File: src/rtl/iencoder_pkg.sv
// Shared encodings for the RV32I instruction encoder: field codes, opcodes, funct3/funct7 values and fixed words.
// Also holds the funct-to-funct3 lookups; each returns {legal, funct3}.
package iencoder_pkg;

  localparam int INST_TYPE_WIDTH = 4;
  localparam int FUNCT_WIDTH     = 5;
  localparam int REG_WIDTH       = 5;
  localparam int IMM_WIDTH       = 32;
  localparam int INST_WIDTH      = 32;

  localparam logic [3:0] INST_TYPE_IMM     = 4'd0;
  localparam logic [3:0] INST_TYPE_INT_IMM = 4'd1;
  localparam logic [3:0] INST_TYPE_INT_REG = 4'd2;
  localparam logic [3:0] INST_TYPE_BRANCH  = 4'd3;
  localparam logic [3:0] INST_TYPE_STORE   = 4'd4;
  localparam logic [3:0] INST_TYPE_LOAD    = 4'd5;
  localparam logic [3:0] INST_TYPE_JAL     = 4'd6;
  localparam logic [3:0] INST_TYPE_JALR    = 4'd7;
  localparam logic [3:0] INST_TYPE_AUIPC   = 4'd8;
  localparam logic [3:0] INST_TYPE_FENCE   = 4'd9;

  localparam logic [4:0] FUNCT_ADD        = 5'd0;
  localparam logic [4:0] FUNCT_SUB        = 5'd1;
  localparam logic [4:0] FUNCT_SLL        = 5'd2;
  localparam logic [4:0] FUNCT_SLT        = 5'd3;
  localparam logic [4:0] FUNCT_SLTU       = 5'd4;
  localparam logic [4:0] FUNCT_XOR        = 5'd5;
  localparam logic [4:0] FUNCT_SRL        = 5'd6;
  localparam logic [4:0] FUNCT_SRA        = 5'd7;
  localparam logic [4:0] FUNCT_OR         = 5'd8;
  localparam logic [4:0] FUNCT_AND        = 5'd9;
  localparam logic [4:0] FUNCT_EQ         = 5'd10;
  localparam logic [4:0] FUNCT_NEQ        = 5'd11;
  localparam logic [4:0] FUNCT_LT         = 5'd12;
  localparam logic [4:0] FUNCT_GTE        = 5'd13;
  localparam logic [4:0] FUNCT_LTU        = 5'd14;
  localparam logic [4:0] FUNCT_GTEU       = 5'd15;
  localparam logic [4:0] FUNCT_MEM_BYTE   = 5'd16;
  localparam logic [4:0] FUNCT_MEM_HWORD  = 5'd17;
  localparam logic [4:0] FUNCT_MEM_WORD   = 5'd18;
  localparam logic [4:0] FUNCT_MEM_BYTEU  = 5'd19;
  localparam logic [4:0] FUNCT_MEM_HWORDU = 5'd20;

  localparam logic [6:0] OPCODE_LUI     = 7'b0110111;
  localparam logic [6:0] OPCODE_AUIPC   = 7'b0010111;
  localparam logic [6:0] OPCODE_JAL     = 7'b1101111;
  localparam logic [6:0] OPCODE_JALR    = 7'b1100111;
  localparam logic [6:0] OPCODE_INT_IMM = 7'b0010011;
  localparam logic [6:0] OPCODE_INT_REG = 7'b0110011;
  localparam logic [6:0] OPCODE_BRANCH  = 7'b1100011;
  localparam logic [6:0] OPCODE_STORE   = 7'b0100011;
  localparam logic [6:0] OPCODE_LOAD    = 7'b0000011;

  localparam logic [2:0] FUNCT3_ADD_SUB = 3'd0;
  localparam logic [2:0] FUNCT3_SLL     = 3'd1;
  localparam logic [2:0] FUNCT3_SLT     = 3'd2;
  localparam logic [2:0] FUNCT3_SLTU    = 3'd3;
  localparam logic [2:0] FUNCT3_XOR     = 3'd4;
  localparam logic [2:0] FUNCT3_SRL_SRA = 3'd5;
  localparam logic [2:0] FUNCT3_OR      = 3'd6;
  localparam logic [2:0] FUNCT3_AND     = 3'd7;
  localparam logic [2:0] FUNCT3_JALR    = 3'd0;
  localparam logic [2:0] FUNCT3_BEQ     = 3'd0;
  localparam logic [2:0] FUNCT3_BNE     = 3'd1;
  localparam logic [2:0] FUNCT3_BLT     = 3'd4;
  localparam logic [2:0] FUNCT3_BGE     = 3'd5;
  localparam logic [2:0] FUNCT3_BLTU    = 3'd6;
  localparam logic [2:0] FUNCT3_BGEU    = 3'd7;
  localparam logic [2:0] FUNCT3_BYTE    = 3'd0;
  localparam logic [2:0] FUNCT3_HWORD   = 3'd1;
  localparam logic [2:0] FUNCT3_WORD    = 3'd2;
  localparam logic [2:0] FUNCT3_BYTEU   = 3'd4;
  localparam logic [2:0] FUNCT3_HWORDU  = 3'd5;

  localparam logic [6:0] FUNCT7_BASE = 7'b0000000;
  localparam logic [6:0] FUNCT7_ALT  = 7'b0100000;

  localparam logic [31:0] NOP_WORD   = 32'h0000_0013;
  localparam logic [31:0] FENCE_WORD = 32'h0FF0_000F;

  typedef struct packed {
    logic        err;
    logic [31:0] inst;
  } enc_t;

  function automatic logic [3:0] alu_f3(input logic [4:0] f);
    case (f)
      FUNCT_ADD, FUNCT_SUB: return {1'b1, FUNCT3_ADD_SUB};
      FUNCT_SLL:            return {1'b1, FUNCT3_SLL};
      FUNCT_SLT:            return {1'b1, FUNCT3_SLT};
      FUNCT_SLTU:           return {1'b1, FUNCT3_SLTU};
      FUNCT_XOR:            return {1'b1, FUNCT3_XOR};
      FUNCT_SRL, FUNCT_SRA: return {1'b1, FUNCT3_SRL_SRA};
      FUNCT_OR:             return {1'b1, FUNCT3_OR};
      FUNCT_AND:            return {1'b1, FUNCT3_AND};
      default:              return 4'b0;
    endcase
  endfunction

  function automatic logic [3:0] br_f3(input logic [4:0] f);
    case (f)
      FUNCT_EQ:   return {1'b1, FUNCT3_BEQ};
      FUNCT_NEQ:  return {1'b1, FUNCT3_BNE};
      FUNCT_LT:   return {1'b1, FUNCT3_BLT};
      FUNCT_GTE:  return {1'b1, FUNCT3_BGE};
      FUNCT_LTU:  return {1'b1, FUNCT3_BLTU};
      FUNCT_GTEU: return {1'b1, FUNCT3_BGEU};
      default:    return 4'b0;
    endcase
  endfunction

  // Unsigned widths exist only for loads.
  function automatic logic [3:0] mem_f3(input logic [4:0] f, input logic is_load);
    case (f)
      FUNCT_MEM_BYTE:   return {1'b1, FUNCT3_BYTE};
      FUNCT_MEM_HWORD:  return {1'b1, FUNCT3_HWORD};
      FUNCT_MEM_WORD:   return {1'b1, FUNCT3_WORD};
      FUNCT_MEM_BYTEU:  return {is_load, FUNCT3_BYTEU};
      FUNCT_MEM_HWORDU: return {is_load, FUNCT3_HWORDU};
      default:          return 4'b0;
    endcase
  endfunction

  function automatic logic sext_ok(input logic [31:0] v, input int msb);
    logic [31:0] s;
    s = $signed(v) >>> msb;
    return (s == '0) || (s == '1);
  endfunction

endpackage

File: src/rtl/iencoder_fifo.sv
// Synchronous FIFO with first-word bypass: when empty, the input appears on the output in the same cycle.
// Accepts a write while full if the head is popped in that cycle; pointers wrap modulo DEPTH.
module iencoder_fifo #(
  parameter int DEPTH = 2,
  parameter int W     = 33
) (
  input  logic         clk,
  input  logic         rst,
  input  logic         in_vld,
  output logic         in_rdy,
  input  logic [W-1:0] in_dat,
  output logic         out_vld,
  input  logic         out_rdy,
  output logic [W-1:0] out_dat
);

  localparam int AW = $clog2(DEPTH);
  localparam logic [AW:0] FULL_CNT = (AW+1)'(DEPTH);

  logic [W-1:0]  mem [DEPTH];
  logic [AW-1:0] wptr, rptr;
  logic [AW:0]   count;
  logic          empty, full, wr, rd;

  assign empty   = (count == '0);
  assign full    = (count == FULL_CNT);
  assign in_rdy  = !full || out_rdy;
  assign out_vld = !empty || in_vld;
  assign out_dat = empty ? in_dat : mem[rptr];

  // A word popped straight through the bypass is never stored.
  assign wr = in_vld && in_rdy && !(empty && out_rdy);
  assign rd = out_rdy && !empty;

  always_ff @(posedge clk or negedge rst) begin
    if (!rst) begin
      wptr  <= '0;
      rptr  <= '0;
      count <= '0;
    end else begin
      if (wr) wptr <= wptr + 1'b1;
      if (rd) rptr <= rptr + 1'b1;
      case ({wr, rd})
        2'b10:   count <= count + 1'b1;
        2'b01:   count <= count - 1'b1;
        default: count <= count;
      endcase
    end
  end

  always_ff @(posedge clk) begin
    if (wr) mem[wptr] <= in_dat;
  end

endmodule

File: src/rtl/iencoder.sv
// RV32I encoder: decoded fields -> registered encode stage -> bypass FIFO; one cycle to out_valid when drained.
// in_ready drops only when the stage is held by a full FIFO; IENCODER_RANGE_CHECK_EN flags unrepresentable imm.
module iencoder
  import iencoder_pkg::*;
#(
  parameter int FIFO_DEPTH = 2,
  parameter int CNT_WIDTH  = 16
) (
  input  logic                       clk,
  input  logic                       rst,
  input  logic                       in_valid,
  output logic                       in_ready,
  input  logic [INST_TYPE_WIDTH-1:0] inst_type,
  input  logic [FUNCT_WIDTH-1:0]     funct,
  input  logic [REG_WIDTH-1:0]       rd,
  input  logic [REG_WIDTH-1:0]       rs1,
  input  logic [REG_WIDTH-1:0]       rs2,
  input  logic [IMM_WIDTH-1:0]       imm,
  output logic                       out_valid,
  input  logic                       out_ready,
  output logic [INST_WIDTH-1:0]      out_inst,
  output logic                       out_err,
  output logic [CNT_WIDTH-1:0]       enc_count
);

  enc_t        enc_dat, stage_dat, fifo_dat;
  logic        stage_vld, fifo_in_rdy;
  logic        legal, imm_ok, is_shift;
  logic [2:0]  f3;
  logic [31:0] word;

  assign is_shift = (funct == FUNCT_SLL) || (funct == FUNCT_SRL) || (funct == FUNCT_SRA);

  always_comb begin
    legal = 1'b1;
    f3    = 3'b000;
    word  = NOP_WORD;
    case (inst_type)
      INST_TYPE_IMM:   word = {imm[31:12], rd, OPCODE_LUI};
      INST_TYPE_AUIPC: word = {imm[31:12], rd, OPCODE_AUIPC};
      INST_TYPE_JAL:   word = {imm[20], imm[10:1], imm[11], imm[19:12], rd, OPCODE_JAL};
      INST_TYPE_JALR:  word = {imm[11:0], rs1, FUNCT3_JALR, rd, OPCODE_JALR};
      INST_TYPE_INT_IMM: begin
        {legal, f3} = alu_f3(funct);
        if (funct == FUNCT_SUB) legal = 1'b0;
        if (is_shift)
          word = {(funct == FUNCT_SRA) ? FUNCT7_ALT : FUNCT7_BASE, imm[4:0], rs1, f3, rd, OPCODE_INT_IMM};
        else
          word = {imm[11:0], rs1, f3, rd, OPCODE_INT_IMM};
      end
      INST_TYPE_INT_REG: begin
        {legal, f3} = alu_f3(funct);
        word = {(funct == FUNCT_SUB || funct == FUNCT_SRA) ? FUNCT7_ALT : FUNCT7_BASE,
                rs2, rs1, f3, rd, OPCODE_INT_REG};
      end
      INST_TYPE_BRANCH: begin
        {legal, f3} = br_f3(funct);
        word = {imm[12], imm[10:5], rs2, rs1, f3, imm[4:1], imm[11], OPCODE_BRANCH};
      end
      INST_TYPE_STORE: begin
        {legal, f3} = mem_f3(funct, 1'b0);
        word = {imm[11:5], rs2, rs1, f3, imm[4:0], OPCODE_STORE};
      end
      INST_TYPE_LOAD: begin
        {legal, f3} = mem_f3(funct, 1'b1);
        word = {imm[11:0], rs1, f3, rd, OPCODE_LOAD};
      end
      INST_TYPE_FENCE: word = FENCE_WORD;
      default:         legal = 1'b0;
    endcase
    enc_dat.err  = !legal || !imm_ok;
    enc_dat.inst = enc_dat.err ? NOP_WORD : word;
  end

`ifdef IENCODER_RANGE_CHECK_EN
  always_comb begin
    imm_ok = 1'b1;
    case (inst_type)
      INST_TYPE_IMM, INST_TYPE_AUIPC: imm_ok = (imm[11:0] == 12'h000);
      INST_TYPE_JAL:     imm_ok = !imm[0] && sext_ok(imm, 20);
      INST_TYPE_BRANCH:  imm_ok = !imm[0] && sext_ok(imm, 12);
      INST_TYPE_INT_IMM: imm_ok = is_shift ? (imm[31:5] == 27'h0) : sext_ok(imm, 11);
      INST_TYPE_JALR, INST_TYPE_STORE, INST_TYPE_LOAD: imm_ok = sext_ok(imm, 11);
      default:           imm_ok = 1'b1;
    endcase
  end
`else
  assign imm_ok = 1'b1;
`endif

  assign in_ready = !(stage_vld && !fifo_in_rdy);

  always_ff @(posedge clk or negedge rst) begin
    if (!rst) begin
      stage_vld <= 1'b0;
      stage_dat <= '0;
    end else if (in_valid && in_ready) begin
      stage_vld <= 1'b1;
      stage_dat <= enc_dat;
    end else if (fifo_in_rdy) begin
      stage_vld <= 1'b0;
    end
  end

  iencoder_fifo #(
    .DEPTH (FIFO_DEPTH),
    .W     ($bits(enc_t))
  ) u_fifo (
    .clk     (clk),
    .rst     (rst),
    .in_vld  (stage_vld),
    .in_rdy  (fifo_in_rdy),
    .in_dat  (stage_dat),
    .out_vld (out_valid),
    .out_rdy (out_ready),
    .out_dat (fifo_dat)
  );

  // Gate the data so a stale stage word never shows while idle.
  assign out_inst = out_valid ? fifo_dat.inst : '0;
  assign out_err  = out_valid && fifo_dat.err;

  always_ff @(posedge clk or negedge rst) begin
    if (!rst)                        enc_count <= '0;
    else if (out_valid && out_ready) enc_count <= enc_count + CNT_WIDTH'(1);
  end

endmodule

File: config.mk
export PLATFORM = sky130hd
export DESIGN_NAME = iencoder
export DESIGN_NICKNAME = d
export VERILOG_FILES = /design/src/rtl/iencoder_pkg.sv /design/src/rtl/iencoder_fifo.sv /design/src/rtl/iencoder.sv
export SDC_FILE = /design/constraint.sdc
export NUM_CORES = 1
export LEC_CHECK = 0
export CELL_PAD_IN_SITES_DETAIL_PLACEMENT = 2
export CELL_PAD_IN_SITES_GLOBAL_PLACEMENT = 2
export CORE_ASPECT_RATIO = 0.9
export CORE_MARGIN = 2
export CORE_UTILIZATION = 34
export CTS_CLUSTER_DIAMETER = 200
export DETAILED_ROUTE_END_ITERATION = 12
export GPL_TIMING_DRIVEN = 1
export HOLD_SLACK_MARGIN = 0.08
export PLACE_DENSITY = 0.91
export REMOVE_ABC_BUFFERS = 1
export SYNTH_ARGS = -nofsm -noshare
export SYNTH_HDL_FRONTEND = slang
export SYNTH_SLANG_ARGS = --single-unit
File: constraint.sdc
create_clock -name clk -period 2.8 [get_ports clk]
set_input_delay 0.56 -clock clk [delete_from_list [all_inputs] [get_ports clk]]
set_output_delay 0.56 -clock clk [all_outputs]
set_load 0.01 [all_outputs]
==> reports/summary.md <==
The run finished with clean final reports. After detailed routing, the average wire length per cell comes to 25.9 um. Of all nets on the critical path, the largest fanout is 11. Setup repair after global routing left no endpoint under its margin. For the pin with the worst max-slew slack, the measured transition is 0.706 ns. In this run the cell area of the synthesized design comes to 5990 um^2. Yosys attributes the largest share of cell area to edfxtp_1 (32%), dfrtp_1 (22%), mux2i_1 (6.5%), o21ai_0 (3.8%), nand3_1 (3.2%).

Max-cap violations in this run came to 0. Number of enable flip-flop cells after synthesis: 64. The first global-routing pass estimated 36400 um of wire. The synthesized-area fraction occupied by ao, oa, aoi and oai cells was 0.166.

The number of global-route vias before repair was 5832; the final clock skew was 0.0131 ns. The fraction of the mapped netlist area in simple logic gates came out at 0.132. The slack of the critical path was 0.0563 ns. The setup TNS is 0 ns, and the die height is 130 um.

Headroom to the max-slew limit: 0.525. In the synthesized netlist the dominant register cell turns out to be edfxtp_1. The XOR/XNOR share of the synthesized area is 0.0322. For the clock latency at the later pin of the worst-skew pair, the log shows 0.43 ns. For the count of nets left with antenna violations after detail routing, the log shows 0.

The count of mapped cells out of synthesis is 536. In the final design database the tool counted 737 nets. The detailed-route vias per instance is 5.61, and the number of antenna diodes is 0. STA puts the critical path data required time at 2.24 ns.

The clock passes through at most 2 buffers. First-pass iteration count of the detailed router: 5. The cell at the root of the clock tree is clkbuf_16.

The launch instance of the worst register-to-register path was stage_vld$_DFFE_PN0P_. Before CTS, the worst setup slack after placement is -0.0629 ns. Tracing the worst setup path back leads to its startpoint at u_fifo.rptr$_DFFE_PN0P_.

The path class of the tightest hold or removal check is in -> async. The proportion of layout cells with a drive suffix above 1 is 0.179, and the post-synthesis share of cell area spent on full adders, half adders and majority gates is 0.00585. Yosys instantiated no cell more often than edfxtp_1.

The number of cells on the worst reg-to-reg path is 6. The netlist uses 63 different library cells. The maximum level of the CTS H-tree is 4. At the end of routability-driven placement, the weighted congestion stood at 0.854. By area, the combinational part of the netlist is dominated by compound AO/OA/AOI/OAI gates. The overall track demand over capacity in global routing is 0.264, and the area enclosed by the die boundary is 18700 um^2.

The final core utilization is 0.474, and the total core area is 17400 um^2. The total placed cells including tap cells came out at 892. The biggest area contributor in the post-synthesis netlist is edfxtp_1. Data on the critical path arrives at its endpoint at 2.18 ns. The area growth from synthesis to final layout is 37.9%, and the max-slew violation count is 0.

The starting utilization of the core area came out at 0.343. The wire-length estimate of the detail-placed layout is 15200 um. In this run, CTS created clock tree buffers numbering 17.

The register bit count reported by yosys is 117. The port buffer count is 110. For the total number of yosys warnings, the log shows 0. The clock transition at the registers of the reported paths is 0.06 ns. The clock net in this run drives a total of 117 sinks. The tools report the final instance count without filler cells as 928.

Static timing analysis puts the maximum clock frequency at 364 MHz. The run gives 0 as the final hold violation count. Across the VDD grid, the largest voltage drop is 0.000430 V. Cell row count: 46. For flop-to-flop paths, the worst setup slack is 0.79 ns. Summed over all cells, the static leakage comes to 0.00322 uW. The share of the cycle needed by the critical path after routing works out to 0.980. The proportion of netlist area held by the largest area contributor is 0.321. The setup path with the least slack is of type reg -> out.

After detailed routing, the total wire length is 24100 um. The fraction of the yosys area taken by sequential cells was 0.542. The post-route total power is 7680 uW. The endpoint identified for the worst register-to-register timing path is stage_dat[11]$_DFFE_PN0P_. TritonCTS built the clock tree. The share of synthesized area spent on multiplexers was 0.0765; the power density over cell area was 930 nW/um^2.

Entering global routing, the biggest net connects 43 pins. During I/O placement, the number of pins put on the boundary was 111. The logs give 5206 for the via count of the routed design and 0 for the remaining global-route overflow.

STA classifies the critical path startpoint as a flip-flop. The number of hold buffers added after cts is 0. The most critical setup path has its endpoint at out_inst[18]. The tools report the initial antenna violation count as 0. The worst setup path is captured at an output port. Die width: 144 um. The clock period minus final worst setup slack works out to 2.74 ns. In the routed design, unresolved DRC markers number 0.

The async set or reset register ratio after synthesis is 0.453, and the total setup violations reported at the end of the flow is 0. The detailed router finished its first iteration with 306 violations. Sorting the synthesized cells by how often they occur yields edfxtp_1 (64), dfrtp_1 (53), o21ai_0 (45). A synthesized cell averages 11.2 um^2.
power by group:
| part | internal (uW) | switching [uW] | total (uW) | leakage, uW |
|---|---|---|---|---|
| registers | 2300 | 334 | 2640 | 0.00128 |
| logic | 1310 | 1480 | 2790 | 0.00165 |
| clock network | 1440 | 816 | 2260 | 0.000291 |
| total | 5050 | 2630 | 7680 | 0.00322 |
logic make-up (layout without fill, tap and decap cells):
kind of cell               count (synthesis)  count (layout)
DFF                                      117             117
muxes                                     45              45
xor gates and xnor gates                  22              22
AOI/OAI and AO/OA                        141             141
buffers and inverters                     53             205
and+or+nand+nor                          155             155
adders and majority gates                  3               3
critical path, stage by stage, from the launching register on:
cell	delay [ns]
dfrtp_4	0.59
buf_6	0.21
mux2i_1	0.15
o21ai_0	0.20
clkdlybuf4s50_1	0.61
cell type report:
type,count,area (um^2)
well taps,240,300
clock inverters,9,126
fillers,1744,9180
flip-flops and latches,117,3250
repair buffers,163,1590
inverters,10,37.5
multi-input cells,366,2490
clock buffers,23,468
what timing repair did:
item	4_1_cts	5_1_grt
resized for setup	10	7
buffers inserted	2	1
pin swaps	1	1
setup endpoints to repair	30	11
gates cloned	0	1
layout by cell type (no fill, tap or decap), drive strengths merged, types with 4 or more instances in the layout:
master,instances
o21ai,68
nand3,38
mux2,6
xor2,5
buf,53
a22oi,16
inv,10
edfxtp,64
mux2i,39
dlygate4sd2,6
o22a,5
xnor2,17
nor2,24
a21oi,15
clkbuf,24
nand2b,6
dfrtp,53
nor2b,5
o31ai,4
or3,5
nand4,4
nor3,9
clkdlybuf4s50,97
a31oi,6
clkinv,5
nand2,43
a221oi,8
dlymetal6s2s,6
worst min path at each step:
stage                                            to  slack, ns                       from
final                     enc_count[14]$_DFFE_PN0P_       0.15                        rst
after CTS                 enc_count[14]$_DFFE_PN0P_       0.14                        rst
after global routing      enc_count[14]$_DFFE_PN0P_       0.17                        rst
after floorplan            enc_count[0]$_DFFE_PN0P_       0.26                        rst
after global placement    enc_count[15]$_DFFE_PN0P_       0.46  enc_count[15]$_DFFE_PN0P_
after detailed placement  enc_count[15]$_DFFE_PN0P_       0.48  enc_count[15]$_DFFE_PN0P_
metrics by stage:
step	hold WS (ns)	cell area, um^2
floorplan	0.264	5750
global placement	0.458	7600
detailed placement	0.479	7600
CTS	0.142	8210
global route	0.173	8260
finish	0.147	8260
sequential cells by signal, indices dropped and copies added, names as in the netlist:
| name | count |
|---|---|
| u_fifo.mem | 64 |
| u_fifo.count | 2 |
| u_fifo.rptr | 1 |
| u_fifo.wptr | 1 |
| stage_vld | 1 |
| enc_count | 16 |
| stage_dat | 32 |
per-layer routing:
| layer | wire length, um | global-route usage | up-vias |
|---|---|---|---|
| met5 | 0 | 0 | - |
| met4 | 690 | 0.0894 | 0 |
| met3 | 984 | 0.0426 | 58 |
| met2 | 12500 | 0.465 | 170 |
| met1 | 9930 | 0.333 | 2693 |
| li1 | - | - | 2285 |
Note: power is estimated with default switching activity, not from simulation.
